==> src/rtl/int_to_float.sv <==
// Purpose : 32-bit signed integer to IEEE-754 single, round-to-nearest-even.
// Latency : nonzero input stb high 6+L edges after accept (L = leading zeros of |a|); zero input 2 edges.
// Backpressure: one conversion in flight; input_a_ack low while busy, output_z held until output_z_ack.
// Ports:
//   clk, rst             clock, synchronous active-high reset
//   input_a/_stb/_ack    integer operand with stb/ack handshake
//   output_z/_stb/_ack   float result with stb/ack handshake
module int_to_float (
  input  logic        clk,
  input  logic        rst,
  input  logic [31:0] input_a,
  input  logic        input_a_stb,
  output logic        input_a_ack,
  output logic [31:0] output_z,
  output logic        output_z_stb,
  input  logic        output_z_ack
);

  localparam logic [2:0] GET_A     = 3'd0;
  localparam logic [2:0] CONVERT_0 = 3'd1;
  localparam logic [2:0] CONVERT_1 = 3'd2;
  localparam logic [2:0] CONVERT_2 = 3'd3;
  localparam logic [2:0] ROUND     = 3'd4;
  localparam logic [2:0] PACK      = 3'd5;
  localparam logic [2:0] PUT_Z     = 3'd6;

  logic [2:0]  state_q, state_d;
  logic [31:0] a_q, a_d;
  logic [31:0] mag_q, mag_d;
  logic [5:0]  exp_q, exp_d;
  logic [23:0] man_q, man_d;
  logic        guard_q, guard_d;
  logic        round_q, round_d;
  logic        sticky_q, sticky_d;
  logic        sign_q, sign_d;
  logic [31:0] z_q, z_d;
  logic        a_ack_q, a_ack_d;
  logic        z_stb_q, z_stb_d;

  assign input_a_ack  = a_ack_q;
  assign output_z     = z_q;
  assign output_z_stb = z_stb_q;

  always_comb begin
    state_d  = state_q;
    a_d      = a_q;
    mag_d    = mag_q;
    exp_d    = exp_q;
    man_d    = man_q;
    guard_d  = guard_q;
    round_d  = round_q;
    sticky_d = sticky_q;
    sign_d   = sign_q;
    z_d      = z_q;
    a_ack_d  = a_ack_q;
    z_stb_d  = z_stb_q;

    case (state_q)
      GET_A: begin
        if (a_ack_q && input_a_stb) begin
          a_d     = input_a;
          a_ack_d = 1'b0;
          state_d = CONVERT_0;
        end else begin
          a_ack_d = 1'b1;
        end
      end

      CONVERT_0: begin
        if (a_q == 32'h0) begin
          z_d     = 32'h0;
          state_d = PUT_Z;
        end else begin
          sign_d  = a_q[31];
          // Two's-complement negate; 0x80000000 wraps onto itself, which is
          // exactly its magnitude as an unsigned value.
          mag_d   = a_q[31] ? (~a_q + 32'd1) : a_q;
          exp_d   = 6'd31;
          state_d = CONVERT_1;
        end
      end

      CONVERT_1: begin
        if (!mag_q[31]) begin
          mag_d = mag_q << 1;
          exp_d = exp_q - 6'd1;
        end else begin
          state_d = CONVERT_2;
        end
      end

      CONVERT_2: begin
        man_d    = mag_q[31:8];
        guard_d  = mag_q[7];
        round_d  = mag_q[6];
        sticky_d = |mag_q[5:0];
        state_d  = ROUND;
      end

      ROUND: begin
        if (guard_q && (round_q || sticky_q || man_q[0])) begin
          man_d = man_q + 24'd1;
          // All-ones mantissa wraps to 1.000.. at the next binade.
          if (man_q == 24'hFFFFFF) begin
            exp_d = exp_q + 6'd1;
          end
        end
        state_d = PACK;
      end

      PACK: begin
        z_d     = {sign_q, {2'b00, exp_q} + 8'd127, man_q[22:0]};
        state_d = PUT_Z;
      end

      PUT_Z: begin
        if (!z_stb_q) begin
          z_stb_d = 1'b1;
        end else if (output_z_ack) begin
          z_stb_d = 1'b0;
          state_d = GET_A;
        end
      end

      default: state_d = GET_A;
    endcase
  end

  always_ff @(posedge clk) begin
    if (rst) begin
      state_q  <= GET_A;
      a_q      <= 32'h0;
      mag_q    <= 32'h0;
      exp_q    <= 6'h0;
      man_q    <= 24'h0;
      guard_q  <= 1'b0;
      round_q  <= 1'b0;
      sticky_q <= 1'b0;
      sign_q   <= 1'b0;
      z_q      <= 32'h0;
      a_ack_q  <= 1'b0;
      z_stb_q  <= 1'b0;
    end else begin
      state_q  <= state_d;
      a_q      <= a_d;
      mag_q    <= mag_d;
      exp_q    <= exp_d;
      man_q    <= man_d;
      guard_q  <= guard_d;
      round_q  <= round_d;
      sticky_q <= sticky_d;
      sign_q   <= sign_d;
      z_q      <= z_d;
      a_ack_q  <= a_ack_d;
      z_stb_q  <= z_stb_d;
    end
  end

endmodule

==> config.mk <==
export PLATFORM = sky130hd
export DESIGN_NAME = int_to_float
export DESIGN_NICKNAME = d
export VERILOG_FILES = /design/src/rtl/int_to_float.sv
export SDC_FILE = /design/constraint.sdc
export NUM_CORES = 1
export LEC_CHECK = 0
export CORE_MARGIN = 2
export CORE_UTILIZATION = 60
export DETAILED_ROUTE_END_ITERATION = 8
export HOLD_SLACK_MARGIN = 0.1
export PLACE_DENSITY = 0.95
export SETUP_SLACK_MARGIN = 0.5
export SYNTH_ARGS = -nofsm -noshare
export SYNTH_HDL_FRONTEND = slang
export SYNTH_SLANG_ARGS = --single-unit
==> constraint.sdc <==
create_clock -name clk -period 5.3 [get_ports clk]
set_input_delay 1.06 -clock clk [delete_from_list [all_inputs] [get_ports clk]]
set_output_delay 1.06 -clock clk [all_outputs]
set_load 0.03 [all_outputs]
======== Word level (Yosys, flattened, before mapping) ========
Index checks and enable logic that the tools add are counted.
word-level totals
  input port bits ......................... 36
  output and inout port bits .............. 34
  flip-flop bits (word level) ............. 135
operators by class
  add/sub/neg operators ................... 5
  reduce and logical (&&, ||, !) cells .... 19
  bitwise gates (word level) .............. 2
  muxes and demuxes ....................... 22
  eq/ne operators ......................... 16
operators by type and width
  operator               count
  $mux 32                4
  $pmux 32 s2            2
  $pmux 24 s2            1
  $add 32x1->32 const B  1
  $logic_not 32->1       1
  $not 32->32            1
  $add 24x1->24 const B  1
  $eq 24x24->1 const B   1
  $mux 24                1
  $mux 6                 4
  $pmux 3 s7             1
  $ne 2x2->1 const B     9
  $pmux 6 s3             1
  $mux 3                 5
  $reduce_and 2->1       5
  $eq 3x3->1 const B     3
  $add 6x7->8 const B    1
  $add 6x1->6 const B    1
  $eq 3x2->1 const B     2
  $reduce_bool 2->1      3
  $reduce_or 6->1        1
  $sub 6x1->6 const B    1
  $reduce_and 5->1       1
  $reduce_and 4->1       1
  other kinds (8)        12

======== Logic depth before layout (Yosys ltp) ========
  word-level depth ........................ 5
  gate-level depth with buffers ........... 11

======== Worst setup path after synthesis ========
No wires, ideal clock.
  kind .................................... register -> register
  from .................................... reg state_q[0]
  to ...................................... reg exp_q[5]
  buffers on the path ..................... 2
  arrival time ............................ 2569 ps
  setup time .............................. 88 ps
  stages on the path, launching flop included .. 12
  slack ................................... 2643 ps
  period minus slack after synthesis ...... 2657 ps
  cells stage by stage .................... dfxtp_1 buf_2 nor3b_1 clkinv_1 clkbuf_1 ha_1 or2_2 a21oi_1 a21oi_1 mux2i_1 a21oi_1 a311oi_2
between the ends
  cells in the longest elaborated chain, start to end .. 3
  elaborated cells on any way between the ends .. 10
  classes of those cells .................. eq/ne: 7; mux: 1; reduce/logical: 2
RTL lines
  element                                                           line  RTL
  start, declared                                                   27    logic [2:0] state_q, state_d;
  start signal, assigned                                            144   state_q <= state_d;
  $eq 3x3->1 (tied with other cells)                                58    case (state_q)
  $ne 2x2->1 (no source line) or $reduce_bool 3->1 (tied branches)  --
  $reduce_and 5->1 (no source line)                                 --
  end signal, assigned                                              147   exp_q <= exp_d;
  end, declared                                                     30    logic [5:0] exp_q, exp_d;
Several ways; a longest one is shown, not always the timed one.
A chain may end at the register's enable or synchronous reset.

======== Final worst setup path ========
  from .................................... reg state_q[2]
  to ...................................... reg exp_q[5]
Same word-level chain as after synthesis.

==> run_results.csv <==
group,metric,value,unit
status,outcome,"finished, final reports clean",
synth,async_reset_ff_frac,0,
critical_path,cpPeakStageDelay,650,ps
sta,max_freq,0.318,GHz
sta,finalSetupTns,0,ps
sta,drv_slew,0,
sta,fin_crit,3150,ps
floorplanning,core,11000,um2
pwr,power.internal,2.11,mW
floorplanning,rows,38,
sta,clock_skew,9.45,ps
finish,finalNetCount,925,
synth,synthFlopType,"dfxtp_1",
critical_path,critical_path_class,"reg2reg",
floorplanning,ios,70,
floorplanning,die_y,111,um
placed_design,gp_congestion,0.896,
pwr,clock_power_share,0.341,
critical_path,path_cells,"nor3b_2 -> buf_4 -> clkinv_1 -> ha_1 -> o21a_1 -> nand3_1 -> a21oi_1 -> mux2i_1 -> a21oi_1 -> a311oi_2",
clock_network,clk_pin_slew,60,ps
placed_design,port_buffers,69,
pwr,p_seq_frac,0.388,
sta,worst_slew_pin_slew,1210,ps
floorplanning,die_w,111,um
critical_path,reg2reg_from,"state_q[2]",
critical_path,cp-startpoint,"state_q[2]",
finish,num_antenna_cells,0,
synth,seq_area_frac_synth,0.396,
critical_path,cp_data_required_time,5640,ps
critical_path,cp-end-kind,"flip-flop",
detailed_routing,drc,0,
detailed_routing,drtIter0Drc,776,
detailed_routing,drt_pass1_iterations,7,
worst_hold_path,hp-class,"reg2reg",
synth,synth_top_family_by_area,"compound AO/OA/AOI/OAI gates",
placed_design,dp_hpwl,11.8,mm
grt,grt_util_all_layers,0.294,
floorplanning,die_area,12200,um2
pwr,power.leakage,2.84,nW
finish,final_common_cell,"dfxtp_1",
pwr,switching_share,0.343,
synth,syn_inst,856,
synth,synth_xor_xnor_area_share,0.0462,
clock_network,cts_buffer_depth,2,
synth,muxShareOfSynthArea,0.00587,
sta,whs,475,ps
placed_design,dp_cells,1003,
grt,grt-ovfl-total,0,
worst_hold_path,hp-start,"guard_q",
synth,ys_types,65,
synth,synth_compound_area_frac,0.267,
finish,drive_above_1_share,0.0816,
pwr,peakVddDrop,250,uV
grt,grt_max_degree,82,
finish,fillCellCount,787,
sta,finalHoldViolCount,0,
floorplanning,initial_core_util,0.621,
synth,ys_ff_latch,135,
finish,syn2layout_area_growth,17.8,%
detailed_routing,final_antenna_net_count,0,
clock_network,cts_tree,"done",
clock_network,htree_levels,4,
critical_path,r2r_slack,2150,ps
grt,first_global_vias,6197,
pwr,power_switching,1.10,mW
detailed_routing,routedWlPerCell,17.4,um
clock_network,clock_sinks,135,
pwr,pwr-share-comb,0.271,
pwr,p_per_area,400,nW/um2
sta,setup_viol,0,
detailed_routing,viasPerCell,6.41,
finish,final_cell_mix,"dfxtp_1, nand2_1, nor2_1",
finish,multi_input_area,3810,um2
critical_path,path_max_fanout,32,
synth,synth_simple_gate_area_share,0.224,
critical_path,cpMostUsedCell,"a21oi_1",
grt,antenna_found_initial,0,
clock_network,cts_resized,0,
synth,syn-cell-area,6820,um2
clock_network,postCtsSetupRepairBufs,0,
detailed_routing,vias,6639,
finish,finalNonFillerCells,1035,
synth,synth_edf_count,0,
sta,relSlewSlack,0.195,
synth,synth_fa_ha_area_frac,0.0128,
critical_path,slowest_stage,"dfxtp_1",
synth,synthesis.nets,899,
critical_path,worstPathArrival,3480,ps
sta,fin_crit_sh,0.593,
synth,yosysWarnings,0,
job,cap_violations,0,
clock_network,holdBufCountCts,0,
sta,rsz0062_at_grt,"false",
grt,grt_pass1_wl,30.0,mm
clock_network,worstSkewPairLatency,430,ps
clock_network,cts_buffers,17,
critical_path,worst_setup_path_start_kind,"flip-flop",
finish,ff_latch_area,2700,um2
synth,postSynthAreaPerCell,7.97,um2
detailed_routing,wl,18.0,mm
clock_network,cts_root_buf,"clkbuf_16",
[critical path, delay by kind of cell (launching register included)]
| family | cells | cell delay [ps] |
|---|---|---|
| buffers and inverters | 2 | 650 |
| multiplexers | 1 | 230 |
| AO/OA/AOI/OAI | 4 | 760 |
| flip-flops | 1 | 650 |
| AND/OR/NAND/NOR | 2 | 330 |
| adder cells (fa/ha/maj) | 1 | 430 |
[cell type report]
cell class                 count  share of cell area
multi-input combinational    639               0.474
sequential                   135               0.336
timing repair buffer          79              0.0950
clock buffer                  24              0.0587
tap                          140              0.0218
clock inverter                 8             0.00919
inverter                      10             0.00467
[power by group through the flow]
| stage | clock network (mW) | registers (mW) | logic [mW] |
|---|---|---|---|
| 2_1_floorplan | 0 | 1.21 | 0.692 |
| 3_5_place_dp | 0 | 1.26 | 0.842 |
| 6_report | 1.10 | 1.25 | 0.871 |
| 3_3_place_gp | 0 | 1.26 | 0.818 |
| 4_1_cts | 1.10 | 1.24 | 0.854 |
| 5_1_grt | 1.14 | 1.26 | 0.962 |
[per-stage QoR]
stage	total power [mW]	cell area, um2	util	worst slack (ps)
after floorplan	1.90	6820	-	2640
after global placement	2.08	7490	0.682	2350
after detailed placement	2.11	7490	0.682	2230
after CTS	3.20	8030	0.731	2190
after global routing	3.37	8030	0.731	1920
final	3.22	8030	0.731	2150
[logic make-up after synthesis]
group	Yosys count
buffers and inverters	82
AND/OR/NAND/NOR	326
AO/OA/AOI/OAI	266
adder cells (fa/ha/maj)	7
XOR/XNOR	36
flip-flops	135
multiplexers	4
[Yosys cell counts, types with 3 or more instances]
library cell    n  area, um2
a21oi_1        86        430
nand4_1         9       56.3
or4_1           5       37.5
and4_1          3       26.3
dfxtp_1       135       2700
or3_1           8       50.1
o21ai_0        34        170
o31ai_1        17        128
or2_2           6       37.5
a2111oi_0       9       78.8
nor3_1         19       95.1
a311oi_1        4       35.0
o41ai_1         9       78.8
xor2_1         20        175
buf_2          11       55.1
and2_1          4       25.0
a221oi_1        9       78.8
a22oi_1        37        278
ha_1            7       87.6
nand2b_1        3       18.8
nand2_1       111        417
clkbuf_1       59        221
nor2_1        102        383
nor2b_1         5       31.3
inv_1           8       30.0
o211a_1         3       30.0
and3_1          8       50.1
a31o_2          6       52.6
nand3_1        21        105
nor4_1          7       43.8
o41ai_2         5       81.3
a211oi_1       14        105
a21o_1          3       22.5
o22ai_1         7       43.8
mux2i_1         4       40.0
xnor2_1        16        140
a31oi_1         4       25.0
[per-layer routing]
metal  global-route usage  part of all wire  up-vias
li1                     -                 -     3166
met1                0.389              0.42     3099
met2                0.474              0.48      336
met3               0.0724             0.083       38
met4               0.0942             0.021        0
met5                    0                 0        -
[flip-flops by register name, indices dropped and copies added, names as in the netlist]
| register | flops |
|---|---|
| output_z | 32 |
| a_q | 32 |
| round_q | 1 |
| state_q | 3 |
| input_a_ack | 1 |
| man_q | 24 |
| mag_q | 32 |
| exp_q | 6 |
| guard_q | 1 |
| sticky_q | 1 |
| sign_q | 1 |
| output_z_stb | 1 |
[final timing paths]
path	end	cells after the start
worst max-delay path	exp_q[5]	10
worst min-delay path	guard_q	2
worst max register to register	exp_q[5]	10
worst min register to register	guard_q	2
(Power assumes the default switching activity.)
